[src/rtl/ahb_req_arbiter.sv]
// Two-requester round-robin AHB-Lite master: one non-overlapping transfer at a time,
// with the result returned to the granted requester as a one-cycle ack.
module ahb_req_arbiter #(
    parameter int ADDR_WIDTH = 16,
    parameter int DATA_WIDTH = 32
) (
    input  logic                  HCLK,
    input  logic                  HRESET,
    input  logic                  m0_req,
    input  logic [ADDR_WIDTH-1:0] m0_addr,
    input  logic                  m0_write,
    input  logic [2:0]            m0_size,
    input  logic [DATA_WIDTH-1:0] m0_wdata,
    output logic                  m0_ack,
    output logic [DATA_WIDTH-1:0] m0_rdata,
    output logic                  m0_err,
    input  logic                  m1_req,
    input  logic [ADDR_WIDTH-1:0] m1_addr,
    input  logic                  m1_write,
    input  logic [2:0]            m1_size,
    input  logic [DATA_WIDTH-1:0] m1_wdata,
    output logic                  m1_ack,
    output logic [DATA_WIDTH-1:0] m1_rdata,
    output logic                  m1_err,
    output logic                  HSEL,
    output logic [ADDR_WIDTH-1:0] HADDR,
    output logic [1:0]            HTRANS,
    output logic                  HWRITE,
    output logic [2:0]            HSIZE,
    output logic [3:0]            HPROT,
    output logic [DATA_WIDTH-1:0] HWDATA,
    output logic                  HREADY,
    input  logic [DATA_WIDTH-1:0] HRDATA,
    input  logic                  HREADYOUT,
    input  logic                  HRESP
);

    typedef enum logic [1:0] {
        S_IDLE,
        S_ADDR,
        S_DATA,
        S_RESP
    } state_t;

    state_t                r_state;
    state_t                w_nextState;
    logic                  r_lastGrant;
    logic                  r_grant;
    logic [DATA_WIDTH-1:0] r_wdata;
    logic                  w_anyReq;
    logic                  w_pickM1;

    assign HPROT  = 4'b0011;
    assign HREADY = HREADYOUT;

    // On a tie the port that did not win last time takes the bus.
    always_comb begin
        w_anyReq    = m0_req | m1_req;
        w_pickM1    = m1_req & (~m0_req | ~r_lastGrant);
        w_nextState = r_state;
        case (r_state)
            S_IDLE:  if (w_anyReq) w_nextState = S_ADDR;
            S_ADDR:  w_nextState = S_DATA;
            S_DATA:  if (HREADYOUT) w_nextState = S_RESP;
            S_RESP:  w_nextState = S_IDLE;
            default: w_nextState = S_IDLE;
        endcase
    end

    always_ff @(posedge HCLK) begin
        if (HRESET) r_state <= S_IDLE;
        else        r_state <= w_nextState;
    end

    // HADDR/HWRITE/HSIZE double as the latched transfer register.
    always_ff @(posedge HCLK) begin
        if (HRESET) begin
            r_lastGrant <= 1'b1;
            r_grant     <= 1'b0;
            r_wdata     <= '0;
            HSEL        <= 1'b0;
            HTRANS      <= 2'b00;
            HADDR       <= '0;
            HWRITE      <= 1'b0;
            HSIZE       <= 3'd0;
            HWDATA      <= '0;
            m0_ack      <= 1'b0;
            m1_ack      <= 1'b0;
            m0_err      <= 1'b0;
            m1_err      <= 1'b0;
            m0_rdata    <= '0;
            m1_rdata    <= '0;
        end else begin
            m0_ack <= 1'b0;
            m1_ack <= 1'b0;
            case (r_state)
                S_IDLE: begin
                    if (w_anyReq) begin
                        r_grant     <= w_pickM1;
                        r_lastGrant <= w_pickM1;
                        HSEL        <= 1'b1;
                        HTRANS      <= 2'b10;
                        HADDR       <= w_pickM1 ? m1_addr  : m0_addr;
                        HWRITE      <= w_pickM1 ? m1_write : m0_write;
                        HSIZE       <= w_pickM1 ? m1_size  : m0_size;
                        r_wdata     <= w_pickM1 ? m1_wdata : m0_wdata;
                    end
                end
                S_ADDR: begin
                    HSEL   <= 1'b0;
                    HTRANS <= 2'b00;
                    if (HWRITE) HWDATA <= r_wdata;
                end
                S_DATA: begin
                    if (HREADYOUT) begin
                        if (r_grant) begin
                            m1_rdata <= HRDATA;
                            m1_err   <= HRESP;
                            m1_ack   <= 1'b1;
                        end else begin
                            m0_rdata <= HRDATA;
                            m0_err   <= HRESP;
                            m0_ack   <= 1'b1;
                        end
                    end
                end
                default: ;
            endcase
        end
    end

endmodule

[config.mk]
export PLATFORM = sky130hd
export DESIGN_NAME = ahb_req_arbiter
export DESIGN_NICKNAME = d
export VERILOG_FILES = /design/src/rtl/ahb_req_arbiter.sv
export SDC_FILE = /design/constraint.sdc
export NUM_CORES = 1
export LEC_CHECK = 0
export CORE_MARGIN = 2
export CORE_UTILIZATION = 46
export DETAILED_ROUTE_END_ITERATION = 16
export GPL_TIMING_DRIVEN = 0
export PLACE_DENSITY = 0.93
export SYNTH_ARGS = -nofsm -noshare
export SYNTH_HDL_FRONTEND = slang
export SYNTH_SLANG_ARGS = --single-unit
export TNS_END_PERCENT = 20
[constraint.sdc]
create_clock -name HCLK -period 5.6 [get_ports HCLK]
set_clock_uncertainty 0.2 [all_clocks]
set_input_delay 1.12 -clock HCLK [delete_from_list [all_inputs] [get_ports HCLK]]
set_output_delay 1.12 -clock HCLK [all_outputs]
set_load 0.01 [all_outputs]
[Yosys cells after proc, flatten, opt, wreduce, memory -nomap -nowiden]
Index checks and enable logic that the tools add are counted.
Word-level totals
  output and inout bits: 128
  bits in registers: 159
  word-level logic and storage cells: 51
Cells by class
  equal/unequal tests: 5
  muxes and demuxes: 13
  reduce and logical (&&, ||, !) cells: 9
  bitwise gates (word level): 8
Operators by type and width (number)
  two-way mux 32 bit: 1
  two-way mux 16 bit: 1
  one-hot mux 2 bit (4 select lines): 1
  AND reduction 2 bit: 4
  two-way mux 2 bit: 3
  AND reduction 3 bit: 2
  NOT 1 bit: 5
  == test 2 bit, second input constant: 2
  two-way mux 1 bit: 4
  != test 2 bit, second input constant: 2
  one-hot mux 2 bit (2 select lines): 1
  two-way mux 3 bit: 1
  OR reduction 3 bit: 1
  == test 2 x 1 -> 1 bit, second input constant: 1
  logical NOT 2 bit: 1
  bitwise OR 1 bit: 2
  one-hot mux 1 bit (2 select lines): 1
  nonzero test 2 bit: 1
  AND 1 bit: 1

[Longest topological paths before layout]
  word-level depth: 4
  depth in mapped cells: 8
  gate-level depth less buffers: 5

[Worst setup path before layout]
No wires, ideal clock.
  kind: input-to-output
  start: input port HREADYOUT
  end: output port HREADY
  data arrival time: 1239 ps
  data required time: 4280 ps
  setup slack: 3041 ps
  stages: 1
  cells stage by stage: buf_4
RTL lines
  start, declared: RTL line 34  | input logic HREADYOUT,
  end, declared: RTL line 32  | output logic HREADY,
No word-level cell between the ends.

[Worst setup path in the final report]
  start: input port HREADYOUT
  end: output port HREADY
No word-level cell between the ends.

==> run summary <==
status -> finished clean
# H-tree levels -> 4
Initial DRC Count -> 369
Final min period -> 3744 ps
async set-or-reset flop fraction in the synthesized netlist -> 0%
Worst slew margin -> 50.32%
instance count of the mapped netlist -> 768
leak pwr -> 3.515 nW
pin count of the biggest net entering global routing -> 17
share of the clock period used by the worst path after layout -> 66.86%
Internal Pwr Total -> 2.591 mW
vias per std cell -> 5.226
number of warnings reported in the yosys synthesis log -> 0
Num CTS Buffers -> 17
switching power -> 1.289 mW
first-pass GRT wire length -> 32.09 mm
Critical Path Stages -> 3
drc violations -> 0
CTS Hold Bufs -> 0
critical path's top delay family -> buffers and inverters
Die X-Extent -> 120.4 µm
number of endpoints failing setup at the final stage -> 0
CTS clk-pin slew, worst paths -> 60 ps
list of cells traversed by the critical path -> clkdlybuf4s50_1 > buf_4 > clkdlybuf4s50_1
Worst Max-Slew Pin Slew -> 745.2 ps
peak ir drop on the vdd network -> 0.2802 mV
mean instance size in the synthesized netlist -> 8.117 µm²
vias in the first global route -> 6454
worst path arrival time -> 2420 ps
number of iterations in the first detailed-routing pass -> 5
Clock Root Buffer -> sky130_fd_sc_hd__clkbuf_16
number of cells on the worst reg-to-reg path -> 7
Placed Cells incl. Taps -> 1209
Die Footprint -> 0.01450 mm²
Top-Level Pins -> 270
share of power burned in registers -> 37.2%
later-pin clock latency in the skew report -> 420 ps
initial standard-cell utilization of the core -> 47.07%
number of pins with negative max-slew slack in the final report -> 0
startpoint type of the worst setup path -> input port
number of buffer and inverter stages on the critical path -> 3
height of the die -> 120.4 µm
Detailed Place HPWL -> 15.20 mm
Setup Crit Path Kind -> in -> out
Diodes inserted -> 0
CP max-delay cell -> sky130_fd_sc_hd__clkdlybuf4s50_1
net switching fraction of the power -> 33.22%
worst stage delay on the critical path -> 620 ps
antenna viol nets, final -> 0
PostCTS Resize Cnt -> 0
worst hold path cell count -> 2
number of violations of the max-capacitance limit -> 0
fillers -> 998
final weighted congestion in routability-driven placement -> 0.8224
clock tree buffer depth -> 2
global-route usage over all layers -> 28.16%
Post-Synthesis Cell Area -> 0.006233 mm²
fraction of layout cells with a size suffix above 1 -> 10.61%
Most common cell on crit path -> sky130_fd_sc_hd__clkdlybuf4s50_1
CP Data Required Time -> 4280 ps
post-route insts no fill -> 1241
Area growth syn-to-layout -> 55.04%
final number of hold-violating endpoints -> 0
clock tree from TritonCTS -> yes
clock group share of total power -> 29.1%
fraction of the yosys area taken by sequential cells -> 50.42%
initial antenna violation count -> 0
Max Fanout on Critical Path -> 8
number of clock sinks -> 157
placeable core area -> 0.01324 mm²
type of element capturing the critical path -> output port
maximum frequency from static timing analysis -> 0.2671 GHz
Post-CTS Setup Bufs -> 0
std cell rows -> 42
total negative slack -> 0 ps
top_reg_cell synth -> sky130_fd_sc_hd__dfxtp_1
fin util -> 72.98%
unrepaired setup endpoints after global routing -> no
number of enable-type register cells in the synthesized netlist -> 0
number of vias in the routed layout -> 6485
Hold Path Class -> reg -> reg
number of distinct library cell variants in the gate-level netlist after synthesis -> 35
#FFs+latches synth -> 157
mean routed wirelength per cell -> 16.50 µm
residual overflow from global routing -> 0
fraction of power consumed by combinational cells -> 33.7%
Port Buffers -> 262
drt total wl -> 20.48 mm
PwrDens -> 401.5 mW/mm²
nets@finish -> 1200
==> worst min-delay path, cell delays in order (launching register included) <==
cell                      delay (ps)
sky130_fd_sc_hd__dfxtp_1         310
sky130_fd_sc_hd__nand2_1          50
sky130_fd_sc_hd__a21oi_1          50
==> registers in the layout, indices dropped and copies added, names as in the netlist <==
| register | cells |
|---|---|
| m0_err | 1 |
| HTRANS | 1 |
| r_state | 2 |
| r_wdata | 32 |
| m1_err | 1 |
| r_grant | 1 |
| HWDATA | 32 |
| m1_rdata | 32 |
| m0_rdata | 32 |
| HWRITE | 1 |
| r_lastGrant | 1 |
| HSIZE | 3 |
| HADDR | 16 |
| m1_ack | 1 |
| m0_ack | 1 |
==> synth_stat cells (2+ instances only) <==
cell type / instances / area, µm²
sky130_fd_sc_hd__nor2_1: 56 / 210.2
sky130_fd_sc_hd__buf_2: 30 / 150.1
sky130_fd_sc_hd__inv_1: 2 / 7.510
sky130_fd_sc_hd__a211oi_1: 12 / 90.09
sky130_fd_sc_hd__nand2_1: 249 / 934.7
sky130_fd_sc_hd__a211oi_2: 40 / 500.5
sky130_fd_sc_hd__clkbuf_1: 28 / 105.1
sky130_fd_sc_hd__dfxtp_1: 157 / 3143
sky130_fd_sc_hd__a21oi_1: 152 / 760.7
sky130_fd_sc_hd__buf_1: 4 / 15.01
sky130_fd_sc_hd__conb_1: 2 / 7.510
sky130_fd_sc_hd__o31ai_1: 2 / 15.01
sky130_fd_sc_hd__ha_1: 6 / 75.07
sky130_fd_sc_hd__buf_4: 7 / 52.55
==> cells in the final DEF (no fill, tap or decap), types with 2 or more instances in the layout <==
cell,n
sky130_fd_sc_hd__a211oi_1,12
sky130_fd_sc_hd__a211oi_2,40
sky130_fd_sc_hd__a21oi_1,152
sky130_fd_sc_hd__buf_1,4
sky130_fd_sc_hd__buf_2,30
sky130_fd_sc_hd__buf_4,7
sky130_fd_sc_hd__bufinv_16,2
sky130_fd_sc_hd__clkbuf_1,29
sky130_fd_sc_hd__clkbuf_16,17
sky130_fd_sc_hd__clkbuf_8,2
sky130_fd_sc_hd__clkdlybuf4s50_1,262
sky130_fd_sc_hd__clkinv_2,6
sky130_fd_sc_hd__clkinvlp_4,4
sky130_fd_sc_hd__conb_1,5
sky130_fd_sc_hd__dfxtp_1,157
sky130_fd_sc_hd__ha_1,6
sky130_fd_sc_hd__inv_1,2
sky130_fd_sc_hd__nand2_1,249
sky130_fd_sc_hd__nor2_1,56
sky130_fd_sc_hd__o31ai_1,2
==> power by group through the flow <==
stage	registers, mW	logic, mW	clock network (mW)
floorplan	1.49	0.738	0
global placement	1.45	1.27	0
detailed placement	1.46	1.30	0
CTS	1.44	1.31	1.14
global route	1.47	1.44	1.19
finish	1.44	1.31	1.13
==> through the flow <==
stage / hold WS [ps] / setup slack (ps) / total power, mW / cell area (µm²)
after floorplan: 232.3 / 3041 / 2.228 / 6245
after global placement: 236.9 / 1878 / 2.719 / 9087
after detailed placement: 244.2 / 1877 / 2.765 / 9087
after CTS: 252.9 / 1873 / 3.890 / 9664
after global routing: 266.5 / 1833 / 4.096 / 9664
final: 249.2 / 1856 / 3.880 / 9664
==> cells by family after synthesis <==
| family | synth area share, % |
|---|---|
| DFF | 50.42 |
| other | 0.1205 |
| adders and majority gates | 1.204 |
| buffers and inverters | 5.379 |
| and+or+nand+nor | 19.93 |
| AOI/OAI and AO/OA | 22.94 |
==> worst paths after layout <==
path | start | endpoint | slack (ps)
setup / recovery | HREADYOUT | HREADY | 1860
hold reg to reg | r_wdata[24]$_SDFFE_PP0P_ | HWDATA[24]$_SDFFE_PP0P_ | 250
setup reg to reg | r_state[0]$_SDFFE_PP0P_ | m0_rdata[15]$_SDFFE_PP0P_ | 3490
hold / removal | r_wdata[24]$_SDFFE_PP0P_ | HWDATA[24]$_SDFFE_PP0P_ | 250
==> layer usage <==
metal  GRT usage [%]  wire, µm
met1           30.06      7468
met2           51.31     10570
met3           9.387      1951
met4           10.39       485
met5               0         0
==> layout make-up <==
cell class | instances | area, µm² | area share [%]
flip-flops and latches | 157 | 3143 | 32.52
multi-input cells | 542 | 2766 | 28.63
repair buffers | 262 | 2623 | 27.14
clock buffers | 20 | 456.7 | 4.726
plain buffers | 70 | 327.8 | 3.392
well taps | 176 | 220.2 | 2.279
clock inverters | 12 | 120.1 | 1.243
inverters | 2 | 7.507 | 0.07768
No activity file was read; power rests on OpenSTA's default activity.
